===== src/rtl/pwm_timebase_if.sv =====
// Register-side bundle for pwm_timebase: control/config inputs and time-base status outputs.
interface pwm_timebase_if #(
  parameter int CNT_W = 16,
  parameter int PSC_W = 8
);
  logic             en;
  logic             count_reset;
  logic [1:0]       mode;
  logic             one_shot;
  logic [CNT_W-1:0] period;
  logic [PSC_W-1:0] prescale;
  logic [CNT_W-1:0] count_val;
  logic             dir;
  logic             tick;
  logic             ovf;
  logic             unf;
  logic             running;

  modport master (
    output en, count_reset, mode, one_shot, period, prescale,
    input  count_val, dir, tick, ovf, unf, running
  );

  modport slave (
    input  en, count_reset, mode, one_shot, period, prescale,
    output count_val, dir, tick, ovf, unf, running
  );
endinterface


===== src/rtl/pwm_timebase.sv =====
// PWM time base: up / down / center-aligned counter with prescaler, one-shot and event pulses.
// Define PWM_TIMEBASE_SHADOW_EN to latch period/prescale/mode only at reset, restart and terminal events.
module pwm_timebase #(
  parameter int CNT_W = 16,
  parameter int PSC_W = 8
) (
  input  logic           clk,
  input  logic           rst_n,
  pwm_timebase_if.slave  bus
);
  localparam logic [1:0]       MODE_DN = 2'b01;
  localparam logic [1:0]       MODE_UD = 2'b10;
  localparam logic [CNT_W-1:0] C_ONE   = 1;
  localparam logic [PSC_W-1:0] P_ONE   = 1;

  logic [CNT_W-1:0] cnt_q, cnt_n, per_act;
  logic [PSC_W-1:0] psc_q, psc_act;
  logic [1:0]       mode_act;
  logic             dir_q, dir_n, tick_q, ovf_q, unf_q, run_q;
  logic             ovf_n, unf_n, term_n, step;

  assign step = bus.en && run_q && (psc_q == psc_act);

`ifdef PWM_TIMEBASE_SHADOW_EN
  logic [CNT_W-1:0] per_sh;
  logic [PSC_W-1:0] psc_sh;
  logic [1:0]       mode_sh;

  always_ff @(posedge clk) begin
    if (!rst_n || bus.count_reset || (step && term_n)) begin
      per_sh  <= bus.period;
      psc_sh  <= bus.prescale;
      mode_sh <= bus.mode;
    end
  end

  assign per_act  = per_sh;
  assign psc_act  = psc_sh;
  assign mode_act = mode_sh;
`else
  assign per_act  = bus.period;
  assign psc_act  = bus.prescale;
  assign mode_act = bus.mode;
`endif

  // Next count/direction for one step; only committed when the prescaler rolls over.
  always_comb begin
    cnt_n = cnt_q;
    dir_n = dir_q;
    ovf_n = 1'b0;
    unf_n = 1'b0;
    case (mode_act)
      MODE_DN: begin
        dir_n = 1'b0;
        if (cnt_q == '0) begin
          cnt_n = per_act;
          unf_n = 1'b1;
        end else begin
          cnt_n = cnt_q - C_ONE;
        end
      end
      MODE_UD: begin
        if (dir_q) begin
          if (cnt_q >= per_act) begin
            dir_n = 1'b0;
            cnt_n = (per_act == '0) ? '0 : per_act - C_ONE;
            ovf_n = 1'b1;
          end else begin
            cnt_n = cnt_q + C_ONE;
          end
        end else begin
          if (cnt_q == '0) begin
            dir_n = 1'b1;
            cnt_n = (per_act == '0) ? '0 : C_ONE;
            unf_n = 1'b1;
          end else begin
            cnt_n = cnt_q - C_ONE;
          end
        end
      end
      default: begin
        dir_n = 1'b1;
        if (cnt_q >= per_act) begin
          cnt_n = '0;
          ovf_n = 1'b1;
        end else begin
          cnt_n = cnt_q + C_ONE;
        end
      end
    endcase
    term_n = (mode_act == MODE_DN || mode_act == MODE_UD) ? unf_n : ovf_n;
  end

  always_ff @(posedge clk) begin
    if (!rst_n) begin
      cnt_q  <= '0;
      psc_q  <= '0;
      dir_q  <= 1'b1;
      tick_q <= 1'b0;
      ovf_q  <= 1'b0;
      unf_q  <= 1'b0;
      run_q  <= 1'b1;
    end else if (bus.count_reset) begin
      // Restart follows the live inputs, which are also what the shadows capture here.
      psc_q  <= '0;
      run_q  <= 1'b1;
      tick_q <= 1'b0;
      ovf_q  <= 1'b0;
      unf_q  <= 1'b0;
      if (bus.mode == MODE_DN) begin
        cnt_q <= bus.period;
        dir_q <= 1'b0;
      end else begin
        cnt_q <= '0;
        dir_q <= 1'b1;
      end
    end else if (step) begin
      psc_q  <= '0;
      cnt_q  <= cnt_n;
      dir_q  <= dir_n;
      tick_q <= 1'b1;
      ovf_q  <= ovf_n;
      unf_q  <= unf_n;
      if (term_n && bus.one_shot) run_q <= 1'b0;
    end else begin
      if (bus.en && run_q) psc_q <= psc_q + P_ONE;
      tick_q <= 1'b0;
      ovf_q  <= 1'b0;
      unf_q  <= 1'b0;
    end
  end

  assign bus.count_val = cnt_q;
  assign bus.dir       = dir_q;
  assign bus.tick      = tick_q;
  assign bus.ovf       = ovf_q;
  assign bus.unf       = unf_q;
  assign bus.running   = run_q;
endmodule

===== src/flat_wrapper.sv =====
// flat-port wrapper written by rule: the top's interface ports become plain ports
module pwm_timebase_flat 
#(
  parameter int CNT_W = 16,
  parameter int PSC_W = 8
)
  (clk, rst_n, bus_en, bus_count_reset, bus_mode, bus_one_shot, bus_period, bus_prescale, bus_count_val, bus_dir, bus_tick, bus_ovf, bus_unf, bus_running);
  pwm_timebase_if #(.CNT_W(CNT_W), .PSC_W(PSC_W)) bus_i ();
  input  logic clk;
  input  logic rst_n;
  input wire logic [$bits(bus_i.en)-1:0] bus_en;
  input wire logic [$bits(bus_i.count_reset)-1:0] bus_count_reset;
  input wire logic [$bits(bus_i.mode)-1:0] bus_mode;
  input wire logic [$bits(bus_i.one_shot)-1:0] bus_one_shot;
  input wire logic [$bits(bus_i.period)-1:0] bus_period;
  input wire logic [$bits(bus_i.prescale)-1:0] bus_prescale;
  output wire logic [$bits(bus_i.count_val)-1:0] bus_count_val;
  output wire logic [$bits(bus_i.dir)-1:0] bus_dir;
  output wire logic [$bits(bus_i.tick)-1:0] bus_tick;
  output wire logic [$bits(bus_i.ovf)-1:0] bus_ovf;
  output wire logic [$bits(bus_i.unf)-1:0] bus_unf;
  output wire logic [$bits(bus_i.running)-1:0] bus_running;
  assign bus_i.en = bus_en;
  assign bus_i.count_reset = bus_count_reset;
  assign bus_i.mode = bus_mode;
  assign bus_i.one_shot = bus_one_shot;
  assign bus_i.period = bus_period;
  assign bus_i.prescale = bus_prescale;
  assign bus_count_val = bus_i.count_val;
  assign bus_dir = bus_i.dir;
  assign bus_tick = bus_i.tick;
  assign bus_ovf = bus_i.ovf;
  assign bus_unf = bus_i.unf;
  assign bus_running = bus_i.running;
  pwm_timebase #(.CNT_W(CNT_W), .PSC_W(PSC_W)) u_core (.clk(clk), .rst_n(rst_n), .bus(bus_i));
endmodule

===== config.mk =====
export PLATFORM = sky130hd
export DESIGN_NAME = pwm_timebase_flat
export DESIGN_NICKNAME = d
export VERILOG_FILES = /design/src/rtl/pwm_timebase_if.sv /design/src/rtl/pwm_timebase.sv /design/src/flat_wrapper.sv
export SDC_FILE = /design/constraint.sdc
export NUM_CORES = 1
export LEC_CHECK = 0
export CELL_PAD_IN_SITES_DETAIL_PLACEMENT = 2
export CELL_PAD_IN_SITES_GLOBAL_PLACEMENT = 2
export CORE_MARGIN = 2
export CORE_UTILIZATION = 31
export CTS_BUF_LIST = sky130_fd_sc_hd__clkbuf_16
export CTS_CLUSTER_DIAMETER = 30
export DETAILED_ROUTE_END_ITERATION = 8
export HOLD_SLACK_MARGIN = 0.06
export PLACE_DENSITY = 0.85
export SETUP_SLACK_MARGIN = 0.02
export SLEW_MARGIN = 10
export SYNTH_ARGS = -nofsm -noshare
export SYNTH_HDL_FRONTEND = slang
export SYNTH_SLANG_ARGS = --single-unit

===== constraint.sdc =====
create_clock -name clk -period 4.1 [get_ports clk]
set_clock_uncertainty 0.15 [all_clocks]
set_input_delay 1.23 -clock clk [delete_from_list [all_inputs] [get_ports clk]]
set_output_delay 1.23 -clock clk [all_outputs]
set_load 0.005 [all_outputs]

==> flow_summary.rst <==
.. list-table::
   :header-rows: 1

   * - Metric
     - Value
   * - Status
     - finished, final reports clean
   * - Post-synthesis to final-layout area growth
     - 30.8%
   * - Global route overflow
     - 0
   * - Maximum fanout along the worst path
     - 7
   * - TritonCTS clock tree
     - yes
   * - Dpl ws
     - -0.0596 ns
   * - RSZ-0062 raised after global routing
     - true
   * - Main flop type after synthesis
     - sky130_fd_sc_hd__dfxtp_1
   * - GRT Total Usage
     - 29.8%
   * - Net count of the mapped netlist
     - 551
   * - Data arrival, critical path
     - 3.92 ns
   * - Port Buffers
     - 51
   * - Type of origin of the critical path
     - primary input
   * - H-tree levels
     - 2
   * - R2R Setup Slk
     - a little under 1 ns
   * - Setup ws final
     - 0.210 ns
   * - Fin. max-slew vios
     - 0
   * - Synth async-reset ratio
     - 0%
   * - Number of vias per cell
     - 6.04
   * - Site row count
     - 38
   * - Synth warn
     - 0
   * - Vias in the first global route
     - ~4700
   * - Worst-Skew Late Latency
     - 0.30 ns
   * - Die outline area
     - 0.0119 mm2
   * - Worst hold path class
     - flip-flop to flip-flop
   * - Cells along the critical path
     - clkdlybuf4s50_1 -> or4_4 -> or4_4 -> or2_0 -> o21ai_1 -> a21o_1 -> nand3b_1 -> a41o_1
   * - Wire length of the first global-routing pass
     - 26700 um
   * - Sequential-to-total area share from yosys stat
     - ~17%
   * - Core Area
     - between 0.01 and 0.015 mm2
   * - Number of cells produced by synthesis
     - 496
   * - Power per cell area
     - 279 mW/mm2
   * - Largest stage delay on the critical path
     - 0.58 ns
   * - Leading area contributor after synthesis
     - sky130_fd_sc_hd__dfxtp_1
   * - Design Power
     - 1.25 mW
   * - Overall routed net length
     - about 17000 um
   * - Unique masters post-synth
     - 63
   * - Period Utilization, post-route
     - 94.9%
   * - Hold violation total from the final report
     - 0
   * - Routed vias
     - between 4000 and 5000
   * - Transition time at the pin with the least slew margin
     - 0.937 ns
   * - Net count, final
     - 615
   * - Ports
     - 52
   * - X dimension of the die
     - 109 um
   * - Max Cap Viol
     - 0
   * - Total inserted antenna cells
     - 0
   * - Remaining routing DRC violations
     - 0
   * - Number of nets with antenna violations after routing
     - 0
   * - 1st-iter DRT viols
     - 246
   * - Syn_area_per_cell
     - just under 7 um2
   * - Ratio of cells with drive above 1 in the final layout
     - 11.2%
   * - Average detailed-routed wire length per instance
     - 23.7 um
   * - Finish-stage setup viols
     - 0
   * - Required time worst endpoint
     - 4.13 ns
   * - Count of filler cells inserted in the layout
     - 1274
   * - Post-synth EDFFs
     - 0
   * - Clock buffer depth
     - 2
   * - Most frequent CP cell
     - sky130_fd_sc_hd__or4_4
   * - Shortest clock period the worst path allows after layout
     - 3.89 ns
   * - Maximum number of pins on one net before global-route repair
     - 20
   * - Antenna violations before repair
     - 0
   * - Leakage component of the power
     - 1.72 nW
   * - Synth Cell Area
     - around 0.0034 mm2
   * - Area share of the largest cell type after synthesis
     - 16.9%
   * - Library cell used as clock root buffer
     - sky130_fd_sc_hd__clkbuf_16
   * - Setup crit end kind
     - flip-flop
   * - Slowest-stage cell, CP
     - sky130_fd_sc_hd__or4_4
   * - IR Drop Worst-Case VDD
     - around 0.14 mV
   * - Remaining max-slew budget at the tightest pin
     - a little under two fifths
   * - Initial DRT Pass Iterations
     - 5
   * - Cells taking the most area after synthesis
     - sky130_fd_sc_hd__dfxtp_1 17%, sky130_fd_sc_hd__xnor2_1 10%, sky130_fd_sc_hd__ha_1 8.8%
   * - Achievable Freq
     - 257 MHz
   * - Most repeated cell in the gate-level netlist after synthesis
     - sky130_fd_sc_hd__nand2_1
   * - Die Y
     - 109 um
   * - Clock transition at the registers of the reported paths
     - ~0.050 ns
   * - Most instantiated cells after synthesis
     - 56 x sky130_fd_sc_hd__nand2_1, 46 x sky130_fd_sc_hd__nor2_1, 40 x sky130_fd_sc_hd__xnor2_1
   * - Count of state elements after synthesis
     - 29
   * - Initial Utilization
     - 31.6%
   * - Final GP Congestion
     - 0.900
   * - Number of buffers created by CTS
     - 5
   * - CTS Sinks
     - 29
   * - Critical Setup Path Class
     - primary input to flip-flop
   * - Hold-fix buffer count after cts
     - 0
   * - Total half-perimeter wirelength after legalization and detailed placement
     - 11900 um
-- stage by stage --
| step | area [um2] | setup TNS, ns | instances | utilization (%) | hold slack (ns) |
|---|---|---|---|---|---|
| floorplan | 3430 | 0 | 496 | - | 0.327 |
| global placement | 4280 | 0 | 693 | 39.5 | 0.343 |
| detailed placement | 4280 | -0.231 | 693 | 39.5 | 0.386 |
| CTS | 4470 | 0 | 701 | 41.2 | 0.392 |
| global route | 4490 | 0 | 701 | 41.4 | 0.413 |
| finish | 4490 | 0 | 701 | 41.4 | 0.376 |
-- critical path: cells and delay by family --
family / cells / cell delay [ns]
AND/OR/NAND/NOR: 4 / 1.58
AO/OA/AOI/OAI: 3 / 0.61
buffers and inverters: 1 / 0.50
-- final timing paths --
check	from	end	cells after the start
max	bus_period[9]	u_core.bus.count_val[0]	8
min	u_core.psc_q[1]	u_core.psc_q[1]	2
max reg2reg	u_core.bus.count_val[1]	u_core.bus.count_val[15]	10
min reg2reg	u_core.psc_q[1]	u_core.psc_q[1]	2
-- per-layer routing --
metal / global-route usage, % / up-vias / part of all wire, %
met2: 52.1 / 157 / 49
met1: 37.1 / 2137 / 43
li1: - / 1906 / -
met5: 0 / - / 0
met4: 9.49 / 0 / 2.2
met3: 4.90 / 35 / 5.3
-- cells by family after synthesis --
| group | after synthesis | synth area share, % |
|---|---|---|
| AOI/OAI and AO/OA | 118 | 22.6 |
| xor gates and xnor gates | 53 | 13.5 |
| adders and majority gates | 24 | 8.75 |
| buffers and inverters | 62 | 7.15 |
| DFF | 29 | 16.9 |
| muxes | 1 | 0.292 |
| and+or+nand+nor | 209 | 30.7 |
-- repair_timing --
item | in CTS | in global routing
resized for setup | 0 | 4
setup endpoints to repair | 0 | 7
buffers inserted | 0 | 0
endpoints found under the hold margin | 0 | 0
-- layout make-up --
type                       instances  area (um2)  share of cell area [%]
clock buffer                       5         125                    2.79
clock inverter                     3        65.1                    1.45
inverter                          28         105                    2.34
multi-input combinational        405        2630                    58.5
sequential                        29         581                    12.9
tap                              140         175                    3.90
timing repair buffer              91         811                    18.1
-- sequential cells by signal, indices dropped and copies added (netlist names) --
register	cells
u_core.bus.count_val	16
u_core.psc_q	8
u_core.bus.dir	1
u_core.bus.ovf	1
u_core.bus.running	1
u_core.bus.tick	1
u_core.bus.unf	1
-- cell usage in the layout, fill, tap and decap left out, drive strengths merged, types with 4 or more instances in the layout --
cell           Yosys  final
and2               4      4
a211oi             4      4
o221a              4      4
inv               28     28
a41oi              5      5
buf               12     40
xor2              13     13
o21ai             35     35
ha                24     24
dfxtp             29     29
o21bai             6      6
nand2b             5      5
or3                6      6
o31ai              4      4
nand4             14     14
nand3             27     27
clkbuf            22      5
nand2             56     56
nor2              46     46
clkdlybuf4s50      0     51
xnor2             40     40
and3               6      6
nor4              13     13
a21oi             27     27
or4                5      5
nor3              16     16
-- power by group --
| part | internal (mW) | switching (mW) |
|---|---|---|
| clock network | 0.348 | 0.165 |
| logic | 0.176 | 0.246 |
| registers | 0.291 | 0.0280 |
| total | 0.814 | 0.439 |
(Power assumes the default switching activity.)
